<file path="src/rtl/alu_sequencer.sv">
// Operation sequencer in front of a combinational 32-bit ALU: decodes requests to the
// 3-bit ALU control code, registers ALU results, and runs MULT as a 32-step shift-add loop.
module alu_sequencer (
    input  logic        clk,
    input  logic        rst_n,
    input  logic        start,
    input  logic [1:0]  aluop,
    input  logic [5:0]  funct,
    input  logic [31:0] a,
    input  logic [31:0] b,
    output logic        busy,
    output logic        done,
    output logic [31:0] result,
    output logic [2:0]  status,
    output logic        err,
    output logic [31:0] alu_a,
    output logic [31:0] alu_b,
    output logic [2:0]  gin,
    input  logic [31:0] alu_sum,
    input  logic [2:0]  alu_status
);

    localparam logic [2:0] GIN_AND = 3'b000;
    localparam logic [2:0] GIN_OR  = 3'b001;
    localparam logic [2:0] GIN_ADD = 3'b010;
    localparam logic [2:0] GIN_SLL = 3'b101;
    localparam logic [2:0] GIN_SUB = 3'b110;
    localparam logic [2:0] GIN_SLT = 3'b111;

    typedef enum logic [1:0] {
        IDLE = 2'd0,
        EXEC = 2'd1,
        MULT = 2'd2,
        DONE = 2'd3
    } state_t;

    // Decoded request packed as {legal, mult, gin}; illegal requests fall to the ADD code.
    function automatic logic [4:0] decode_op(input logic [1:0] op, input logic [5:0] fn);
        logic [4:0] d;
        d = {1'b0, 1'b0, GIN_ADD};
        case (op)
            2'b00: d = {1'b1, 1'b0, GIN_ADD};
            2'b01: d = {1'b1, 1'b0, GIN_SUB};
            2'b10: begin
                case (fn)
                    6'b100000: d = {1'b1, 1'b0, GIN_ADD};
                    6'b100010: d = {1'b1, 1'b0, GIN_SUB};
                    6'b100100: d = {1'b1, 1'b0, GIN_AND};
                    6'b100101: d = {1'b1, 1'b0, GIN_OR};
                    6'b101010: d = {1'b1, 1'b0, GIN_SLT};
                    6'b000000: d = {1'b1, 1'b0, GIN_SLL};
                    6'b011000: d = {1'b1, 1'b1, GIN_ADD};
                    default:   d = {1'b0, 1'b0, GIN_ADD};
                endcase
            end
            default: d = {1'b0, 1'b0, GIN_ADD};
        endcase
        return d;
    endfunction

    state_t      state_r;
    state_t      state_s;
    logic [4:0]  dec_s;
    logic [31:0] opa_r;
    logic [31:0] opb_r;
    logic [2:0]  gin_r;
    logic [31:0] acc_r;
    logic [31:0] mcand_r;
    logic [31:0] mplier_r;
    logic [4:0]  count_r;
    logic        busy_r;
    logic        done_r;
    logic [31:0] result_r;
    logic [2:0]  status_r;
    logic        err_r;
    logic [31:0] alu_a_s;
    logic [31:0] alu_b_s;
    logic [2:0]  gin_s;

    // Decode the live request inputs; only consumed on the accepting edge.
    always_comb begin
        dec_s = decode_op(aluop, funct);
    end

    // Next-state selection.
    always_comb begin
        state_s = state_r;
        case (state_r)
            IDLE: begin
                if (start) begin
                    if (!dec_s[4]) begin
                        state_s = DONE;
                    end else if (dec_s[3]) begin
                        state_s = MULT;
                    end else begin
                        state_s = EXEC;
                    end
                end else begin
                    state_s = IDLE;
                end
            end
            EXEC: state_s = DONE;
            MULT: begin
                if (count_r == 5'd31) begin
                    state_s = DONE;
                end else begin
                    state_s = MULT;
                end
            end
            DONE:    state_s = IDLE;
            default: state_s = IDLE;
        endcase
    end

    // ALU operand and control drive; idle states park the ALU on 0 + 0.
    always_comb begin
        alu_a_s = 32'd0;
        alu_b_s = 32'd0;
        gin_s   = GIN_ADD;
        case (state_r)
            EXEC: begin
                alu_a_s = opa_r;
                alu_b_s = opb_r;
                gin_s   = gin_r;
            end
            MULT: begin
                alu_a_s = acc_r;
                alu_b_s = mplier_r[0] ? mcand_r : 32'd0;
                gin_s   = GIN_ADD;
            end
            default: begin
                alu_a_s = 32'd0;
                alu_b_s = 32'd0;
                gin_s   = GIN_ADD;
            end
        endcase
    end

    // State register with busy/done registered from the next state.
    always_ff @(posedge clk or negedge rst_n) begin
        if (!rst_n) begin
            state_r <= IDLE;
            busy_r  <= 1'b0;
            done_r  <= 1'b0;
        end else begin
            state_r <= state_s;
            busy_r  <= (state_s != IDLE);
            done_r  <= (state_s == DONE);
        end
    end

    // Operand latching, multiply loop registers and the single result capture.
    always_ff @(posedge clk or negedge rst_n) begin
        if (!rst_n) begin
            opa_r    <= 32'd0;
            opb_r    <= 32'd0;
            gin_r    <= GIN_ADD;
            acc_r    <= 32'd0;
            mcand_r  <= 32'd0;
            mplier_r <= 32'd0;
            count_r  <= 5'd0;
            result_r <= 32'd0;
            status_r <= 3'b000;
            err_r    <= 1'b0;
        end else begin
            case (state_r)
                IDLE: begin
                    if (start) begin
                        opa_r    <= a;
                        opb_r    <= b;
                        gin_r    <= dec_s[2:0];
                        acc_r    <= 32'd0;
                        mcand_r  <= a;
                        mplier_r <= b;
                        count_r  <= 5'd0;
                        if (!dec_s[4]) begin
                            result_r <= 32'd0;
                            status_r <= 3'b000;
                            err_r    <= 1'b1;
                        end
                    end
                end
                EXEC: begin
                    result_r <= alu_sum;
                    status_r <= alu_status;
                    err_r    <= 1'b0;
                end
                MULT: begin
                    acc_r    <= alu_sum;
                    mcand_r  <= {mcand_r[30:0], 1'b0};
                    mplier_r <= {1'b0, mplier_r[31:1]};
                    count_r  <= count_r + 5'd1;
                    if (count_r == 5'd31) begin
                        result_r <= alu_sum;
                        status_r <= {~|alu_sum, alu_sum[31], 1'b0};
                        err_r    <= 1'b0;
                    end
                end
                default: begin
                    count_r <= count_r;
                end
            endcase
        end
    end

    assign busy   = busy_r;
    assign done   = done_r;
    assign result = result_r;
    assign status = status_r;
    assign err    = err_r;
    assign alu_a  = alu_a_s;
    assign alu_b  = alu_b_s;
    assign gin    = gin_s;

endmodule

</file>
<file path="config.mk">
export PLATFORM = sky130hd
export DESIGN_NAME = alu_sequencer
export DESIGN_NICKNAME = d
export VERILOG_FILES = /design/src/rtl/alu_sequencer.sv
export SDC_FILE = /design/constraint.sdc
export NUM_CORES = 1
export LEC_CHECK = 0
export BUFFER_PORTS_ARGS = -buffer_cell sky130_fd_sc_hd__buf_2
export CAP_MARGIN = 20
export CORE_MARGIN = 1.5
export CORE_UTILIZATION = 49
export CTS_CLUSTER_DIAMETER = 80
export DETAILED_ROUTE_END_ITERATION = 6
export GPL_TIMING_DRIVEN = 0
export PLACE_DENSITY_LB_ADDON = 0.25
export SLEW_MARGIN = 20
export SYNTH_ARGS = -nofsm -noshare
export SYNTH_HDL_FRONTEND = slang
export SYNTH_SLANG_ARGS = --single-unit
</file>
<file path="constraint.sdc">
create_clock -name clk -period 4.05 [get_ports clk]
set_input_delay 0.405 -clock clk [delete_from_list [all_inputs] [get_ports clk]]
set_output_delay 0.405 -clock clk [all_outputs]
set_load 0.01 [all_outputs]
</file>
; ---- Word level (Yosys, flattened, before mapping)
; Index checks and enable logic that the tools add are counted.
[totals]
out_inout_bits = 105
inputBits = 110
reg_bits = 208
[op_classes]
n_mux = 31
n_eq_ne = 16
n_reduce_logical = 11
add_sub_neg = 1
[op_table]
columns = cell, count
row1 = 32-bit case mux with 2 select lines, 5
row2 = 32-bit two-way mux, 7
row3 = 32-bit case mux with 3 select lines, 1
row4 = 5-bit case mux with 7 select lines, 1
row5 = 32-bit OR reduction, 1
row6 = "6-bit equality test, second input constant", 5
row7 = 5-bit case mux with 3 select lines, 1
row8 = 3-bit two-way mux, 4
row9 = 5-bit case mux with 2 select lines, 1
row10 = 3-bit case mux with 3 select lines, 1
row11 = "2-bit equality test, second input constant", 4
row12 = 2-bit case mux with 4 select lines, 1
row13 = "6-bit by 5-bit equality test with 1-bit output, second input constant", 1
row14 = 6-bit logical NOT, 1
row15 = 2-bit two-way mux, 3
row16 = "2-bit inequality test, second input constant", 3
row17 = "5-bit by 1-bit adder with 5-bit output, second input constant", 1
row18 = "5-bit equality test, second input constant", 1
row19 = 5-bit two-way mux, 1
row20 = "2-bit by 1-bit equality test with 1-bit output, second input constant", 2
row21 = 2-bit logical NOT, 2
row22 = 1-bit two-way mux, 4
row23 = 2-bit AND reduction, 2
row24 = 4-bit AND reduction, 1
row25 = 4 further kinds, 5

; ---- Longest topological paths before layout
; Gate-level depths: netlist of run 1.
[depth]
ltp_word = 8
mapped_depth = 9

; ---- Worst setup path after synthesis of run 1
; No wires, ideal clock.
[synth_timing]
path_kind = register to output
start = register state_r[0]
end = output port alu_b[10]
t_arrival_ps = 1658
n_path_buf = 3
slack_ps = 1987
path_stages_with_launch = 8
cell_sequence = dfrtp_1 -> inv_1 -> ha_1 -> buf_2 -> and2_1 -> buf_2 -> clkbuf_1 -> a22o_1
[synth_between]
elab_chain_len = 2
elab_cells_between_ends = 3
classes_between = 2 x eq/ne / 1 x mux
[synth_lines]
columns = item, line
row1 = from (decl), 61  ; state_t state_r;
row2 = from (signal assigned), 146  ; state_r <= state_s;
row3 = 2-bit equality test or 2-bit by 1-bit equality test with 1-bit output (tied branches), 120  ; case (state_r)
row4 = 32-bit case mux with 2 select lines *, 120
row5 = to (decl), 17  ; output logic [31:0] alu_b,
; Mark *: on every way between the ends. The rest lies on a longest branch, timed or not.

; ---- Worst setup path after layout of run 1
[layout_timing]
start = register state_r[0]
end = output port alu_b[25]
; Same word-level chain as after synthesis.

==> results of run 1 <==
stage by stage:
stage | std cells | area, sq um | util | worst slack [ns]
CTS | 1560 | 12000 | 0.619 | 0.769
floorplan | 1040 | 9700 | - | 1.99
global placement | 1517 | 11100 | 0.570 | -0.991
detailed placement | 1519 | 11200 | 0.574 | 1.32
finish | 1562 | 12100 | 0.619 | 0.791
global route | 1562 | 12100 | 0.619 | 0.583
layer usage:
layer  GRT usage  part of all wire
met3      0.0403             0.075
met5           0                 0
met2       0.461              0.46
met4       0.100             0.028
met1       0.383              0.43
logic make-up after synthesis:
group / synth area share
and+or+nand+nor: 0.178
AOI/OAI and AO/OA: 0.149
DFF: 0.536
adders and majority gates: 0.00774
buffers and inverters: 0.0569
muxes: 0.0714
Yosys cell counts, types with 3 or more instances:
cell type	n	area (sq um)
a21oi_1	36	180
a22o_1	66	578
and2_1	5	31.3
and3_1	3	18.8
buf_12	3	60.1
buf_2	27	135
clkbuf_1	45	169
dfrtp_1	207	5180
ha_1	6	75.1
inv_1	43	161
mux2i_1	67	671
nand2_1	337	1260
nand2b_1	5	31.3
nand3_1	37	185
nor2_1	7	26.3
nor3_1	4	20.0
nor4_1	8	50.1
o21ai_0	38	190
o22ai_1	61	382
cell usage in the layout (no fill, tap or decap), types with 2 or more instances in the layout:
cell and instances:
nand2_1 337, inv_1 43, and3_1 3, diode_2 2
clkbuf_8 7, o31ai_1 2, a21oi_1 36, clkbuf_1 47
mux2i_1 67, nor2_1 7, ha_1 6, nand2b_1 5
a22o_1 66, o22ai_1 61, buf_1 2, nand4_1 2
mux2_2 2, o21ai_0 38, nand3_1 37, nor3_1 4
buf_2 238, clkbuf_16 23, nor4_1 8, o211ai_1 2
and2_1 5, dfrtp_1 207, o21a_1 2, buf_16 2
buf_12 3, bufinv_16 6
state kept, by name, indices dropped and copies added (netlist names):
signal    flops
opb_r        32
result       32
count_r       5
mcand_r      32
busy          1
mplier_r     32
state_r       2
done          1
opa_r        32
status        3
err           1
acc_r        32
gin_r         3
worst min-delay path, cell delays in order:
cell,delay [ns]
buf_2,0.09
nand2_1,0.05
nand2_1,0.05
power breakdown:
part           internal, uW  total (uW)  leakage (uW)  switching (uW)
logic                  1550        4050       0.00320            2500
registers              2980        3530       0.00258             560
clock network          1550        2380      0.000429             836
worst paths after layout:
path	from	endpoint	slack [ns]	cells past startpoint
setup / recovery	state_r[0]$_DFF_PN0_	alu_b[25]	0.79	8
hold / removal	a[31]	opa_r[31]$_DFFE_PN0P_	0.1	3
setup reg to reg	state_r[0]$_DFF_PN0_	mplier_r[26]$_DFFE_PN0P_	1.61	7
hold reg to reg	acc_r[8]$_DFFE_PN0P_	acc_r[8]$_DFFE_PN0P_	0.47	2
max in group asynchronous	rst_n	result[13]$_DFFE_PN0P_	2.85	3
min in group asynchronous	rst_n	result[31]$_DFFE_PN0P_	0.41	2
area by class of cell:
| type | count | area [sq um] | share of cell area |
|---|---|---|---|
| Tap cell | 265 | 332 | 0.0275 |
| Multi-Input combinational cell | 710 | 3950 | 0.327 |
| Sequential cell | 208 | 5210 | 0.432 |
| Timing Repair Buffer | 215 | 1140 | 0.0943 |
| Inverter | 43 | 161 | 0.0134 |
| Clock buffer | 32 | 679 | 0.0564 |
| Clock inverter | 8 | 194 | 0.0161 |
| Antenna cell | 2 | 5.00 | 0.000415 |
| Buffer | 79 | 390 | 0.0324 |
repair_timing:
item,CTS,global route
setup buffers,0,0
hold buffers,1,0
hold endpoints to repair,61,0
==> summary.md, run 1 <==
| Metric | Value |
|---|---|
| Buf/Inv on CP | 5 |
| Hold slack | between 0.09 and 0.1 ns |
| Syn. warnings | 0 |
| # Max-Cap Violations | 0 |
| Power density cells | slightly above 800 nW/um^2 |
| Core area | between 15000 and 20000 sq um |
| Initial antenna violation count | 2 |
| Yosys cell types | between 40 and 50 |
| Routed via count | approximately 8500 |
| Most used DFF post-synth | dfrtp_1 |
| 1st-pass router iterations | 5 |
| Worst Setup Start Kind | flip-flop |
| Fin. max-slew vios | 0 |
| Post-Synthesis Cell Area | 9700 sq um |
| CTS Sinks | about 210 |
| Synth-to-Final Area Change | 24.2% |
| Tmin final | roughly 3.3 ns |
| Number of global-route vias before repair | between 8000 and 9000 |
| Most used cell, CP | buf_2 |
| Final wirelength | 28800 um |
| Post-Syn Instances | between 1000 and 1500 |
| HP Class | input port to flip-flop |
| Slowest Stage Delay on Critical Path | roughly 0.45 ns |
| Site Rows | 51 |
| I/O pins | roughly 220 |
| Initial DRC count | about 540 |
| RSZ-0062 raised after global routing | no |
| Fin. Hold Viols | 0 |
| Syn_nets | approximately 1200 |
| Power, Total | approximately 10000 uW |
| Die area | 20700 sq um |
| Post-CTS Resized | 0 |
| Pleak | around 0.0062 uW |
| Initial Utilization | 0.499 |
| DP Wirelength | approximately 21000 um |
| Critical path's top delay family | buffers and inverters |
| Sequential element share of the synthesized area | 0.536 |
| Global-route wire length before repair | about 45000 um |
| Flops & latches, synth | 208 |
| Tot GR Track Use | 0.282 |
| Die width | 144 um |
| Worst-Skew Late Latency | approximately 0.51 ns |
| Max IR drop VDD | between 0.5 and 0.6 mV |
| Worst Path Arrival | between 2 and 3 ns |
| Num CTS Buffers | 23 |
| CP Capture Type | output pin |
| Syn_area_per_cell | 9.33 sq um |
| Largest net degree at the start of global routing | slightly below 90 |
| Share of layout cells above drive strength 1 | 0.227 |
| Ys async rst share | 1.00 |
| Drt drc | 0 |
| Post-DRT Antenna Nets | 0 |
| Crit-path cells | inv_1, ha_1, buf_2, and2_1, buf_2, clkbuf_1, a22o_1, buf_2 |
| Worst endpoint required time | ~3.6 ns |
| Overflow left after global routing | 0 |
| Final net count | ~1400 |
| Crit Path Class | flip-flop to output pin |
| CP Max Fanout | 10 |
| Chip height | between 100 and 150 um |
| Final Wtd Congestion | about 0.88 |
| Fillers | about 1700 |
| Fin crit share | 0.805 |
| Fmax | between 300 and 400 MHz |
| Clk pin slew, worst setup/hold paths | about 0.060 ns |
| Avg WL per Cell | between 15 and 20 um |
| CTS H-tree lvls | 1 |
| Worst-Margin Slew | 0.840 ns |
| Layout Skew | around 0.016 ns |
| Vias per cell | roughly 5.4 |
| Worst path slowest cell | clkbuf_1 |
| CTS Buffer Depth | 3 |
| Rel. slew slack | 0.434 |
| Setup TNS | 0 ns |
| CTS tree | yes |
| Status | finished, final reports clean |
| EDFF count, synth | 0 |
| IO buf count | around 210 |
| Root Buffer | clkbuf_16 |
| Final setup fails | 0 |
No activity file was read; power rests on OpenSTA's default activity.
==> inputs of run 2 (changes only) <==
- clock period: 4.05 -> 2.94 ns (I/O delays scaled with it)
==> summary.md, run 2 (same netlist as run 1, synthesis figures left out) <==
| Metric | Value |
|---|---|
| Status | finished, final reports clean |
| CP Capture Type | output pin |
| CTS H-tree lvls | 1 |
| Final wirelength | 28900 um |
| Initial DRC count | around 560 |
| R2R Setup Slk | a little over 0.5 ns |
| Site Rows | 51 |
| Tmin final | 2.78 ns |
| Fin. Hold Viols | 0 |
| Reg2Reg Depth | 7 |
| CP Max Fanout | 10 |
| Root Buffer | clkbuf_16 |
| Fin area | between 10000 and 15000 sq um |
| Die width | 144 um |
| Worst path slowest cell | dfrtp_1 |
| DP Wirelength | 21400 um |
| Drt drc | 0 |
| Setup bufs post-CTS | 0 |
| Routed via count | ~8600 |
| Largest net degree at the start of global routing | between 80 and 90 |
| Num CTS Buffers | 23 |
| CTS tree | yes |
| Final core occ | 0.630 |
| Placed inst area | 11200 sq um |
| Worst-Margin Slew | 0.853 ns |
| Die area | 20700 sq um |
| Synth-to-Final Area Change | 26.3% |
| Pleak | between 0.006 and 0.007 uW |
| Tot GR Track Use | 0.282 |
| Slowest Stage Delay on Critical Path | about 0.38 ns |
| Worst Path Arrival | around 2.5 ns |
| Crit Path Class | flip-flop to output pin |
| Setup TNS | 0 ns |
| Hold path cells | 3 |
| Worst hold start | a[2] |
| HP Class | input port to flip-flop |
| CTS Sinks | 208 |
| Number of global-route vias before repair | 8355 |
| Vias per cell | roughly 5.4 |
| Fin crit share | 0.945 |
| Fin. max-slew vios | 0 |
| Final setup fails | 0 |
| Chip height | 144 um |
| Post-DRT Antenna Nets | 0 |
| Worst R2R Start | state_r[0]$_DFF_PN0_ |
| Most common cell after layout, fill and taps aside | nand2_1 |
| Commonest cells after routing, fill and taps aside | nand2_1 (337), buf_2 (232), dfrtp_1 (207), mux2i_1 (67), a22o_1 (66) |
| Final net count | 1413 |
| Initial Utilization | 0.499 |
| Avg WL per Cell | between 15 and 20 um |
| CTS Buffer Depth | 3 |
| Crit path launch | state_r[0]$_DFF_PN0_ |
| Worst Setup Start Kind | flip-flop |
| Most used cell, CP | buf_4 |
| Share of layout cells above drive strength 1 | 0.230 |
| # Max-Cap Violations | 0 |
| Worst-Skew Late Latency | 0.51 ns |
| Hold slack | 0.00540 ns |
| IO buf count | between 200 and 250 |
| Clk pin slew, worst setup/hold paths | roughly 0.060 ns |
| Worst endpoint required time | between 2 and 3 ns |
| Fillers | ~1700 |
| Crit-path cells | inv_1, ha_1, buf_4, and2_1, clkbuf_4, buf_4, a22o_1, buf_2 |
| Core area | approximately 19000 sq um |
| Rel. slew slack | 0.425 |
| I/O pins | 215 |
| Global-route wire length before repair | ~45000 um |
| 1st-pass router iterations | 5 |
| Max IR drop VDD | roughly 0.76 mV |
| Power density cells | between 1000 and 1500 nW/um^2 |
| Overflow left after global routing | 0 |
| RSZ-0062 raised after global routing | no |
| Layout Skew | about 0.016 ns |
| Fmax | between 300 and 400 MHz |
| Initial antenna violation count | 1 |
| Final Wtd Congestion | a little under 0.9 |
## run 2: final timing paths
path                                             to
min reg2reg                    acc_r[8]$_DFFE_PN0P_
max in group asynchronous    result[13]$_DFFE_PN0P_
min                            opa_r[2]$_DFFE_PN0P_
max reg2reg                mplier_r[26]$_DFFE_PN0P_
min in group asynchronous    result[31]$_DFFE_PN0P_
max                                       alu_b[23]
## run 2: repair_timing
action,4_1_cts,5_1_grt
hold buffers,18,0
pin swaps,0,0
endpoints found under the hold margin,78,0
resized for setup,10,13
setup endpoints to repair,42,55
## run 2: power by group
group,leakage [uW],internal (uW),switching [uW]
combinational,0.00330,2190,3450
sequential,0.00258,4100,775
clock,0.000429,2130,1160
total,0.00631,8420,5390
## run 2: metrics by stage
stage	instances	power, uW	setup WS [ns]
3_5_place_dp	1519	10400	0.321
6_report	1578	13800	0.161
3_3_place_gp	1517	10300	-1.99
4_1_cts	1577	13800	0.0297
2_1_floorplan	1040	8500	0.988
5_1_grt	1578	14700	0.00105
## run 2: routing by layer
layer	wire, um	GRT usage
met1	12500	0.383
met2	13400	0.464
met3	2120	0.0420
met4	862	0.0972
met5	0	0
## run 2: cell type report
class / count / area (sq um) / share of cell area
repair buffers: 232 / 1310 / 0.107
well taps: 265 / 332 / 0.0271
inverters: 43 / 161 / 0.0132
flip-flops and latches: 208 / 5210 / 0.425
clock inverters: 8 / 194 / 0.0158
diodes: 1 / 2.50 / 0.000204
multi-input cells: 710 / 3950 / 0.322
plain buffers: 79 / 425 / 0.0347
clock buffers: 32 / 679 / 0.0554
## run 2: critical path: cells and delay by family (launching register included)
kind | cells | cell delay [ns]
buffers and inverters | 5 | 0.89
flip-flops | 1 | 0.38
adder cells (fa/ha/maj) | 1 | 0.30
AND/OR/NAND/NOR | 1 | 0.20
AO/OA/AOI/OAI | 1 | 0.20
==> inputs of run 3 (changes only) <==
- CORE_ASPECT_RATIO: default -> 1.25
- PLACE_DENSITY_LB_ADDON: 0.25 -> 0.2
- clock period: 2.94 -> 3.6 ns (I/O delays scaled with it)
==> summary.md, run 3 (same netlist as run 1, synthesis figures left out) <==
| Metric | Value |
|---|---|
| Fin. max-slew vios | 0 |
| Avg WL per Cell | 17.8 um |
| Clk pin slew, worst setup/hold paths | ~0.060 ns |
| DP Wirelength | between 20000 and 25000 um |
| Chip height | roughly 160 um |
| Tot GR Track Use | 0.268 |
| Rel. slew slack | 0.462 |
| Post-DRT Antenna Nets | 0 |
| Fin crit share | 0.924 |
| CP Max Fanout | 10 |
| Fillers | about 1800 |
| IO buf count | about 210 |
| Placed insts | between 1500 and 2000 |
| Crit path launch | state_r[0]$_DFF_PN0_ |
| Final Wtd Congestion | between 0.8 and 0.9 |
| Largest net degree at the start of global routing | between 90 and 100 |
| Power density cells | about 900 nW/um^2 |
| Vias per cell | roughly 5.3 |
| Drt drc | 0 |
| HP Class | input port to flip-flop |
| Die width | about 130 um |
| Placed inst area | ~11000 sq um |
| Die area | between 20000 and 25000 sq um |
| Final wirelength | 27700 um |
| Reg2reg end | mplier_r[25]$_DFFE_PN0P_ |
| Max IR drop VDD | 0.487 mV |
| Fin area | approximately 12000 sq um |
| CTS H-tree lvls | 1 |
| Cell Count, Final, Fillers Out | roughly 1600 |
| Final setup fails | 0 |
| I/O pins | between 200 and 250 |
| Final net count | approximately 1400 |
| Fmax | around 300 MHz |
| Worst R2R Start | state_r[0]$_DFF_PN0_ |
| Worst setup margin | around 0.27 ns |
| Share of layout cells above drive strength 1 | 0.221 |
| Tmin final | 3.33 ns |
| Global-route wire length before repair | roughly 43000 um |
| Commonest cells after routing, fill and taps aside | nand2_1 (337), buf_2 (238), dfrtp_1 (207), mux2i_1 (67), a22o_1 (66) |
| Root Buffer | clkbuf_16 |
| Overflow left after global routing | 0 |
| Hold Path Sink | opb_r[14]$_DFFE_PN0P_ |
| Routed via count | between 8000 and 9000 |
| Dpl ws | between 0.8 and 0.9 ns |
| Status | finished, final reports clean |
| Worst hold start | b[14] |
| R2R Setup Slk | about 1.3 ns |
| Number of global-route vias before repair | 8138 |
| Initial antenna violation count | 0 |
| Reg2Reg Depth | 7 |
| Worst-Skew Late Latency | 0.51 ns |
| Core area | 19400 sq um |
| Antenna Cells | 0 |
| Initial DRC count | a little over 700 |
| FF+latch area | between 5000 and 6000 sq um |
| Fin. Hold Viols | 0 |
| 1st-pass router iterations | 5 |
| Layout Skew | around 0.023 ns |
| Worst endpoint required time | roughly 3.2 ns |
| Power, Total | ~11000 uW |
| Initial Utilization | 0.500 |
| Site Rows | 57 |
| Hold path cells | 3 |
| CTS tree | yes |
| Multi-input gate area | 3950 sq um |
| CTS Buffer Depth | 3 |
| Worst Path Arrival | around 3.0 ns |
| # Max-Cap Violations | 0 |
| CTS Sinks | approximately 210 |
| Setup TNS | 0 ns |
| Most common cell after layout, fill and taps aside | nand2_1 |
| RSZ-0062 raised after global routing | no |
| Synth-to-Final Area Change | 22.3% |
| Worst Setup Start Kind | flip-flop |
| Num CTS Buffers | 21 |
| Worst-Margin Slew | 0.799 ns |
| Pleak | approximately 0.0061 uW |
| Crit Path Class | flip-flop to output pin |
| CP Capture Type | output pin |
-- run 3: repair_timing --
action,CTS,global route
endpoints found under the setup margin,0,0
resized for setup,0,0
hold buffers,1,0
hold endpoints to repair,38,0
setup buffers,0,0
-- run 3: through the flow --
step / utilization / hold slack (ns)
6_report: 0.612 / 0.0577
5_1_grt: 0.612 / 0.0489
3_3_place_gp: 0.572 / 0.450
4_1_cts: 0.612 / 0.0477
2_1_floorplan: - / 0.0644
3_5_place_dp: 0.575 / 0.277
-- run 3: worst max-delay path by stage --
stage | end | slack [ns] | cells after the start
CTS | alu_b[25] | 0.27 | 8
global route | alu_b[30] | 0.16 | 8
floorplan | alu_b[10] | 1.58 | 7
global placement | acc_r[19]$_DFFE_PN0P_ | -1.46 | 1
finish | alu_b[25] | 0.27 | 8
detailed placement | alu_b[25] | 0.80 | 8
-- run 3: power by group --
group	leakage, uW	switching, uW	internal [uW]
Combinational	0.00320	2770	1750
Sequential	0.00258	624	3350
Clock	0.000339	901	1350
Total	0.00612	4290	6450
-- run 3: per-layer routing --
metal  routed length [um]  vias to the layer above  part of all wire  global-route usage
li1                     -                     4029                 -                   -
met1                11600                     3936              0.42               0.352
met2                13600                      272              0.49               0.458
met3                 1730                       51             0.062              0.0346
met4                  784                        0             0.028              0.0863
met5                    0                        -                 0                   0
-- run 3: critical path, stage by stage, from the launching register on --
cell,delay (ns)
dfrtp_1,0.37
inv_1,0.07
ha_1,0.30
buf_2,0.27
and2_1,0.25
buf_2,0.32
clkbuf_1,0.48
a22o_1,0.26
buf_2,0.14
-- run 3: area by class of cell --
cell class	count	share of cell area
Inverter	43	0.0136
Tap cell	265	0.0279
Clock inverter	5	0.00875
Timing Repair Buffer	215	0.0957
Sequential cell	208	0.439
Clock buffer	31	0.0500
Multi-Input combinational cell	710	0.332
Buffer	79	0.0329
